<file path="src/rtl/pipeline_hazard_ctrl_pkg.sv">
// Shared types and constants for the pipeline stall/flush sequencer.
// Imported by the hazard controller, its interface and the load-use detector.
package pipeline_hazard_ctrl_pkg;

    typedef struct packed {
        logic load_pc;
        logic load_if_id;
        logic load_id_ex;
        logic load_ex_mem;
        logic load_mem_wb;
    } stall_load_reg_t;

    localparam logic [0:0] ST_RUN      = 1'b0;
    localparam logic [0:0] ST_MEM_WAIT = 1'b1;

    localparam logic [4:0] LOAD_ALL  = 5'b11111;
    localparam logic [4:0] LOAD_NONE = 5'b00000;
    localparam logic [4:0] LOAD_LU   = 5'b00111;

    localparam logic [4:0] REG_ZERO  = 5'd0;

    // x0 is hardwired, so it never produces a dependency.
    function automatic logic reg_dep(input logic [4:0] rd, input logic [4:0] rs);
        return (rd != REG_ZERO) && (rd == rs);
    endfunction

endpackage

</file>
<file path="src/rtl/pipeline_hazard_ctrl_if.sv">
// Hazard-controller bundle: cache handshakes, ID/EX register fields in,
// stage load enables, flushes and the timeout flag out.
interface pipeline_hazard_ctrl_if;
    import pipeline_hazard_ctrl_pkg::*;

    logic            icache_read;
    logic            icache_resp;
    logic            dcache_req;
    logic            dcache_resp;
    logic [4:0]      id_rs1;
    logic [4:0]      id_rs2;
    logic [4:0]      ex_rd;
    logic            ex_is_load;
    logic            ex_br_taken;
    stall_load_reg_t load;
    logic            flush_if_id;
    logic            flush_id_ex;
    logic            timeout_err;

    modport master (
        output icache_read, icache_resp, dcache_req, dcache_resp,
        output id_rs1, id_rs2, ex_rd, ex_is_load, ex_br_taken,
        input  load, flush_if_id, flush_id_ex, timeout_err
    );

    modport slave (
        input  icache_read, icache_resp, dcache_req, dcache_resp,
        input  id_rs1, id_rs2, ex_rd, ex_is_load, ex_br_taken,
        output load, flush_if_id, flush_id_ex, timeout_err
    );

endinterface

</file>
<file path="src/rtl/pipeline_hazard_ctrl_load_use_detect.sv">
// Combinational load-use detector: a load in EX whose rd feeds rs1/rs2 in ID.
// Register equality is checked regardless of instruction format.
module pipeline_hazard_ctrl_load_use_detect
    import pipeline_hazard_ctrl_pkg::*;
(
    input  logic [4:0] i_ex_rd,
    input  logic       i_ex_is_load,
    input  logic [4:0] i_id_rs1,
    input  logic [4:0] i_id_rs2,
    output logic       o_hit
);

    assign o_hit = i_ex_is_load & (reg_dep(i_ex_rd, i_id_rs1) | reg_dep(i_ex_rd, i_id_rs2));

endmodule

</file>
<file path="src/rtl/pipeline_hazard_ctrl.sv">
// Central stall/flush sequencer: freezes the pipe on cache waits, bubbles on
// load-use and flushes IF/ID and ID/EX on taken branches (deferred while frozen).
module pipeline_hazard_ctrl
    import pipeline_hazard_ctrl_pkg::*;
#(
    parameter int STALL_TIMEOUT = 1024
) (
    input  logic                   i_clk,
    input  logic                   i_rst,
    pipeline_hazard_ctrl_if.slave  io_hz
);

    localparam int               CNT_W    = $clog2(STALL_TIMEOUT) + 1;
    localparam logic [CNT_W-1:0] CNT_MAX  = CNT_W'(STALL_TIMEOUT);
    localparam logic [CNT_W-1:0] CNT_LAST = CNT_W'(STALL_TIMEOUT - 1);
    localparam logic [CNT_W-1:0] CNT_ONE  = CNT_W'(1);

    logic [0:0]       r_state;
    logic             r_ic_done;
    logic             r_dc_done;
    logic             r_pend_flush;
    logic             r_timeout_err;
    logic [CNT_W-1:0] r_wait_cnt;

    logic             w_ic_ok;
    logic             w_dc_ok;
    logic             w_mem_ok;
    logic             w_lu_hit;
    logic             w_flush_req;
    logic [4:0]       w_load;
    logic             w_flush_if_id;
    logic             w_flush_id_ex;

    assign w_ic_ok     = !io_hz.icache_read | io_hz.icache_resp | r_ic_done;
    assign w_dc_ok     = !io_hz.dcache_req  | io_hz.dcache_resp | r_dc_done;
    assign w_mem_ok    = w_ic_ok & w_dc_ok;
    assign w_flush_req = io_hz.ex_br_taken | r_pend_flush;

    pipeline_hazard_ctrl_load_use_detect u_load_use (
        .i_ex_rd      (io_hz.ex_rd),
        .i_ex_is_load (io_hz.ex_is_load),
        .i_id_rs1     (io_hz.id_rs1),
        .i_id_rs2     (io_hz.id_rs2),
        .o_hit        (w_lu_hit)
    );

    // Wait FSM, sticky response flags, wait counter and timeout flag.
    always_ff @(posedge i_clk) begin
        if (i_rst) begin
            r_state       <= ST_RUN;
            r_ic_done     <= 1'b0;
            r_dc_done     <= 1'b0;
            r_wait_cnt    <= '0;
            r_timeout_err <= 1'b0;
        end else begin
            case (r_state)
                ST_RUN: begin
                    if (!w_mem_ok) begin
                        r_state   <= ST_MEM_WAIT;
                        // A response with no request in flight must not count.
                        r_ic_done <= io_hz.icache_read & io_hz.icache_resp;
                        r_dc_done <= io_hz.dcache_req  & io_hz.dcache_resp;
                    end
                end
                ST_MEM_WAIT: begin
                    if (w_mem_ok) begin
                        r_state    <= ST_RUN;
                        r_ic_done  <= 1'b0;
                        r_dc_done  <= 1'b0;
                        r_wait_cnt <= '0;
                    end else begin
                        r_ic_done <= r_ic_done | io_hz.icache_resp;
                        r_dc_done <= r_dc_done | io_hz.dcache_resp;
                        if (r_wait_cnt != CNT_MAX) begin
                            r_wait_cnt <= r_wait_cnt + CNT_ONE;
                        end
                        if (r_wait_cnt >= CNT_LAST) begin
                            r_timeout_err <= 1'b1;
                        end
                    end
                end
                default: begin
                    r_state    <= ST_RUN;
                    r_ic_done  <= 1'b0;
                    r_dc_done  <= 1'b0;
                    r_wait_cnt <= '0;
                end
            endcase
        end
    end

    // Remember a redirect seen while frozen so it is applied on release.
    always_ff @(posedge i_clk) begin
        if (i_rst) begin
            r_pend_flush <= 1'b0;
        end else if (!w_mem_ok) begin
            if (io_hz.ex_br_taken) begin
                r_pend_flush <= 1'b1;
            end
        end else if (w_flush_req) begin
            r_pend_flush <= 1'b0;
        end
    end

    // Priority output mux: freeze, then redirect flush, then load-use bubble.
    always_comb begin
        w_load        = LOAD_NONE;
        w_flush_if_id = 1'b0;
        w_flush_id_ex = 1'b0;
        if (i_rst) begin
            w_load = LOAD_NONE;
        end else if (!w_mem_ok) begin
            w_load = LOAD_NONE;
        end else if (w_flush_req) begin
            w_load        = LOAD_ALL;
            w_flush_if_id = 1'b1;
            w_flush_id_ex = 1'b1;
        end else if (w_lu_hit) begin
            w_load        = LOAD_LU;
            w_flush_id_ex = 1'b1;
        end else begin
            w_load = LOAD_ALL;
        end
    end

    assign io_hz.load        = stall_load_reg_t'(w_load);
    assign io_hz.flush_if_id = w_flush_if_id;
    assign io_hz.flush_id_ex = w_flush_id_ex;
    assign io_hz.timeout_err = r_timeout_err;

endmodule

</file>
<file path="src/flat_wrapper.sv">
// flat-port wrapper written by rule: the top's interface ports become plain ports
module pipeline_hazard_ctrl_flat import pipeline_hazard_ctrl_pkg::*;
#(
    parameter int STALL_TIMEOUT = 1024
)
  (i_clk, i_rst, io_hz_icache_read, io_hz_icache_resp, io_hz_dcache_req, io_hz_dcache_resp, io_hz_id_rs1, io_hz_id_rs2, io_hz_ex_rd, io_hz_ex_is_load, io_hz_ex_br_taken, io_hz_load, io_hz_flush_if_id, io_hz_flush_id_ex, io_hz_timeout_err);
  pipeline_hazard_ctrl_if io_hz_i ();
  input  logic i_clk;
  input  logic i_rst;
  input wire logic [$bits(io_hz_i.icache_read)-1:0] io_hz_icache_read;
  input wire logic [$bits(io_hz_i.icache_resp)-1:0] io_hz_icache_resp;
  input wire logic [$bits(io_hz_i.dcache_req)-1:0] io_hz_dcache_req;
  input wire logic [$bits(io_hz_i.dcache_resp)-1:0] io_hz_dcache_resp;
  input wire logic [$bits(io_hz_i.id_rs1)-1:0] io_hz_id_rs1;
  input wire logic [$bits(io_hz_i.id_rs2)-1:0] io_hz_id_rs2;
  input wire logic [$bits(io_hz_i.ex_rd)-1:0] io_hz_ex_rd;
  input wire logic [$bits(io_hz_i.ex_is_load)-1:0] io_hz_ex_is_load;
  input wire logic [$bits(io_hz_i.ex_br_taken)-1:0] io_hz_ex_br_taken;
  output wire logic [$bits(io_hz_i.load)-1:0] io_hz_load;
  output wire logic [$bits(io_hz_i.flush_if_id)-1:0] io_hz_flush_if_id;
  output wire logic [$bits(io_hz_i.flush_id_ex)-1:0] io_hz_flush_id_ex;
  output wire logic [$bits(io_hz_i.timeout_err)-1:0] io_hz_timeout_err;
  assign io_hz_i.icache_read = io_hz_icache_read;
  assign io_hz_i.icache_resp = io_hz_icache_resp;
  assign io_hz_i.dcache_req = io_hz_dcache_req;
  assign io_hz_i.dcache_resp = io_hz_dcache_resp;
  assign io_hz_i.id_rs1 = io_hz_id_rs1;
  assign io_hz_i.id_rs2 = io_hz_id_rs2;
  assign io_hz_i.ex_rd = io_hz_ex_rd;
  assign io_hz_i.ex_is_load = io_hz_ex_is_load;
  assign io_hz_i.ex_br_taken = io_hz_ex_br_taken;
  assign io_hz_load = io_hz_i.load;
  assign io_hz_flush_if_id = io_hz_i.flush_if_id;
  assign io_hz_flush_id_ex = io_hz_i.flush_id_ex;
  assign io_hz_timeout_err = io_hz_i.timeout_err;
  pipeline_hazard_ctrl #(.STALL_TIMEOUT(STALL_TIMEOUT)) u_core (.i_clk(i_clk), .i_rst(i_rst), .io_hz(io_hz_i));
endmodule
</file>
<file path="config.mk">
export PLATFORM = sky130hd
export DESIGN_NAME = pipeline_hazard_ctrl_flat
export DESIGN_NICKNAME = d
export VERILOG_FILES = /design/src/rtl/pipeline_hazard_ctrl_pkg.sv /design/src/rtl/pipeline_hazard_ctrl_if.sv /design/src/rtl/pipeline_hazard_ctrl_load_use_detect.sv /design/src/rtl/pipeline_hazard_ctrl.sv /design/src/flat_wrapper.sv
export SDC_FILE = /design/constraint.sdc
export NUM_CORES = 1
export LEC_CHECK = 0
export CAP_MARGIN = 25
export CORE_MARGIN = 8
export CORE_UTILIZATION = 35
export CTS_BUF_LIST = sky130_fd_sc_hd__clkbuf_16
export DETAILED_ROUTE_END_ITERATION = 8
export DONT_BUFFER_PORTS = 1
export SKIP_LAST_GASP = 1
export SLEW_MARGIN = 20
export SYNTH_ARGS = -nofsm -noshare
export SYNTH_HDL_FRONTEND = slang
export SYNTH_SLANG_ARGS = --single-unit
</file>
<file path="constraint.sdc">
create_clock -name i_clk -period 3.2 [get_ports i_clk]
set_input_delay 0.64 -clock i_clk [delete_from_list [all_inputs] [get_ports i_clk]]
set_output_delay 0.64 -clock i_clk [all_outputs]
set_load 0.01 [all_outputs]
</file>
Word level (Yosys, flattened, before mapping)
Cells that the tools add are included.
- ROM bits: 0
- output and inout port bits: 8
- memory bits (writable): 0
- bits in latches: 0
- memories kept: 0
- bits in registers: 16
- multiplexer cells: 23
- magnitude comparators: 1
- divide/modulo/power cells: 0
- $mul: 0
- reductions and logical operators: 10
- shift operators: 0
- equal/unequal tests: 5
- $add $sub $neg: 1
- bitwise operators: 14
- operator list (cell ; number):
    11-bit two-way mux ; 2
    5-bit two-way mux ; 4
    1-bit two-way mux ; 15
    11-bit by 1-bit adder with 11-bit output, second input constant ; 1
    11-bit by 10-bit >= comparator with 1-bit output, second input constant ; 1
    11-bit != test, second input constant ; 1
    5-bit == test ; 2
    1-bit OR ; 8
    5-bit nonzero test ; 1
    1-bit AND ; 4
    2-bit != test, second input constant ; 2
    1-bit one-hot mux with 2 select lines ; 2
    2-bit AND reduction ; 2
    2-bit nonzero test ; 2
    3-bit AND reduction ; 1
    1-bit logical AND ; 2
    1-bit zero test ; 2
    1-bit inverter ; 2

Depth between registers and ports, before layout
- depth after elaboration: 8
- depth in mapped cells: 5
- depth with buffers taken out: 5

Hierarchy
From an unflattened synthesis, not the netlist that was laid out.
- cell total of the unflattened synthesis: 131
- area, all modules: 1054.8 µm²
- by module, submodules not included (module ; area each (µm²) ; times used ; cells each ; seq. area each (µm²)):
    pipeline_hazard_ctrl ; 929.6 ; 1 ; 114 ; 320.3
    pipeline_hazard_ctrl_load_use_detect ; 125.1 ; 1 ; 17 ; 0.0

Worst setup path before layout
Ideal clock, no wire load.
- path type: input -> output
- start: input io_hz_ex_rd[0]
- end: output io_hz_load[4]
- slack: 0.758 ns
- arrival time: 1.802 ns
- stages: 5
- cells stage by stage: or4_1 o21ai_1 nor3_1 a21oi_1 buf_4
- longest elaborated chain between the ends: 8
- elaborated cells between the ends (all ways): 11
- classes of those cells: eq/ne (2); mux (4); bitwise (2); reduce/logical (3)
- RTL lines (item ; line ; text):
    start, declared ; flat_wrapper.sv:16 ; input wire logic [$bits(io_hz_i.ex_rd)-1:0] io_hz_ex_rd;
    5-bit == test / 5-bit nonzero test (equally long branches) ; pipeline_hazard_ctrl_pkg.sv:24 ; return (rd != REG_ZERO) && (rd == rs);
    1-bit logical AND ; pipeline_hazard_ctrl_pkg.sv:24 ;
    1-bit OR * ; pipeline_hazard_ctrl_load_use_detect.sv:13 ; assign o_hit = i_ex_is_load & (reg_dep(i_ex_rd, i_id_rs1) | reg_dep(i_ex_rd, i_id_rs2));
    1-bit AND * ; pipeline_hazard_ctrl_load_use_detect.sv:13 ;
    5-bit two-way mux * ; pipeline_hazard_ctrl.sv:118 ; end else if (w_lu_hit) begin
    5-bit two-way mux * ; pipeline_hazard_ctrl.sv:114 ; end else if (w_flush_req) begin
    5-bit two-way mux * ; pipeline_hazard_ctrl.sv:112 ; end else if (!w_mem_ok) begin
    5-bit two-way mux * ; pipeline_hazard_ctrl.sv:110 ; if (i_rst) begin
    end, declared ; flat_wrapper.sv:19 ; output wire logic [$bits(io_hz_i.load)-1:0] io_hz_load;
Mark *: on every way between the ends. The rest lies on a longest branch, timed or not.

Worst setup path in the final report
- start: input io_hz_ex_rd[0]
- end: output io_hz_load[3]
The elaborated chain is that of the path after synthesis.

==> results.ini <==
[clocking]
htree_levels = 1
cts_tree = done
clock_sinks = 16
post_cts_buffers = 0
root_buffer = clkbuf_16
ctsResizeCount = 0
cts_buffers = 3
cts_max_path_buffers = 2
cts_hold_buf = 0
insertion_delay_ns = 0.25
path_clk_slew_ns = 0.05

[yosys]
ys_warn_count = 0
syn-num-nets = 150
async_flop_share = 0
synth_top_area_share = 0.304
synth_top_flop_cell = dfxtp_1
synth_seq_area_share = 0.304
yosys.area.top_type = dfxtp_1
synth_edf_count = 0
synth_area_per_cell_um2 = 8.43
synth_area_leaders = dfxtp_1 (30%), xnor2_1 (11%), nor3_1 (5.2%)
ys_ff_latch = 16
synth_commonest_cells = dfxtp_1 (16), xnor2_1 (13), nor3_1 (11)
synth_cell_types = 37
yosys.cell_count.top_type = dfxtp_1
syn-cell-area_um2 = 1050
netlist_instances = 125

[worst_setup_path]
crit_required_ns = 2.56
setup.worst_path.class = in -> out
r2r-end = u_core.r_wait_cnt[10]
rrSetupSlack_ns = 1.62
crit_start = io_hz_ex_rd[0]
rr_worst_depth = 4
arrival_ns = 1.80
cp-end-kind = primary output
r2r_start = u_core.r_state
crit_fanout = 3
worstSetupStartpointType = input port

[finish]
nets = 150
final_util = 0.381
final_layout_size_suffix_gt1_frac = 0.0968
instances_no_fill = 157
design_area_um2 = 1130
n_antenna_cell = 0
syn2layout_area_growth_pct = 6.89

[worst_hold_path]
holdPathEnd = u_core.r_wait_cnt[3]
hold_depth = 1
min_from = i_rst
hp-class = in -> reg

[grt]
track_usage = 0.0932
grt_max_degree = 19
grt_pass1_wl_um = 3880
grt_pass1_vias = 877
grt_antenna_before_repair = 0
grt-ovfl-total = 0

[routing]
drt_iter0_markers = 37
vias = 900
dr.pass1.iters = 4
drt_wl_total_um = 2230
drc = 0
wl_per_cell_um = 14.2
ant_nets = 0
vias_per_cell = 5.73

[sta]
hold_viol = 0
setup_viol = 0
setup_slack_ns = 0.758
fin_tns_setup_ns = 0
skew_ns = 0.00303
slew_viol_final = 0
fin_crit_ns = 2.44
worst_slew_pin_slew_ns = 0.467
rsz0062_at_grt = false
min_period_over_period = 0.763
slew_headroom = 0.689
whs_ns = 0.455
max_freq_ghz = 0.410

[place]
port_buffers = 0
place_congestion = 0.788
place_area_um2 = 1050
pre_cts_ws_ns = 0.746
dpl.cell_count = 153
dp_hpwl_um = 1760

[die]
ios = 31
core_area_um2 = 2950
die_area_um2 = 5020
die-width_um = 70.9
rows = 20
initial_core_util = 0.357
die_y_um = 70.9

[status]
outcome = finished clean

[pwr]
p_total_uw = 504
power_density_nw_per_um2 = 447
power_leakage_nw = 0.363
vdd_drop_max_mv = 0.232

[job]
drv_cap = 0

worst max path at each step:
stage	endpoint	slack [ns]
6_report	io_hz_load[3]	0.76
5_1_grt	io_hz_load[3]	0.68
4_1_cts	io_hz_load[3]	0.74
3_5_place_dp	io_hz_load[3]	0.75
3_3_place_gp	io_hz_load[4]	0.75
2_1_floorplan	io_hz_load[4]	0.76
cell families (layout without fill, tap and decap cells):
logic type                 count (synthesis)  count (layout)  synth area share
buffers and inverters                     14              13            0.0843
AOI/OAI and AO/OA                         25              25             0.152
DFF                                       16              16             0.304
xor gates and xnor gates                  16              16             0.133
and+or+nand+nor                           52              52             0.303
adders and majority gates                  2               2            0.0237
flip-flops by register name, indices dropped and copies added, names as in the netlist:
register and count:
u_core.io_hz.timeout_err 1, u_core.r_wait_cnt 11, u_core.r_dc_done 1, u_core.r_ic_done 1
u_core.r_state 1, u_core.r_pend_flush 1
cell usage in the layout (no fill, tap or decap), types with 3 or more instances in the layout:
master / netlist / layout
a21oi_1: 10 / 10
clkbuf_16: 0 / 3
dfxtp_1: 16 / 16
inv_1: 7 / 7
nand2_1: 5 / 5
nand3_1: 4 / 4
nand4_1: 5 / 5
nor2_1: 9 / 9
nor3_1: 11 / 11
nor3b_1: 3 / 3
o21ai_0: 3 / 3
xnor2_1: 13 / 13
xor2_1: 3 / 3
where the power goes:
part | total, mW | internal [mW] | leakage (nW) | switching, mW
logic | 0.0491 | 0.0229 | 0.195 | 0.0262
clock network | 0.248 | 0.166 | 0.0385 | 0.0819
registers | 0.207 | 0.203 | 0.129 | 0.00415
critical path: stages:
cell	delay (ns)
or4_1	0.52
o21ai_1	0.17
nor3_1	0.06
a21oi_1	0.41
area by class of cell:
type | instances | area [um2]
clock buffer | 3 | 75.1
sequential | 16 | 320
clock inverter | 1 | 3.75
multi-input combinational | 95 | 644
tap | 33 | 41.3
fill | 322 | 1830
inverter | 7 | 26.3
timing repair buffer | 2 | 15.0
layer usage:
metal	GRT usage	routed length (um)
met4	0.0231	10
met5	0	0
met2	0.146	959
met1	0.0968	955
met3	0.0692	302
Note: power is estimated with default switching activity, not from simulation.
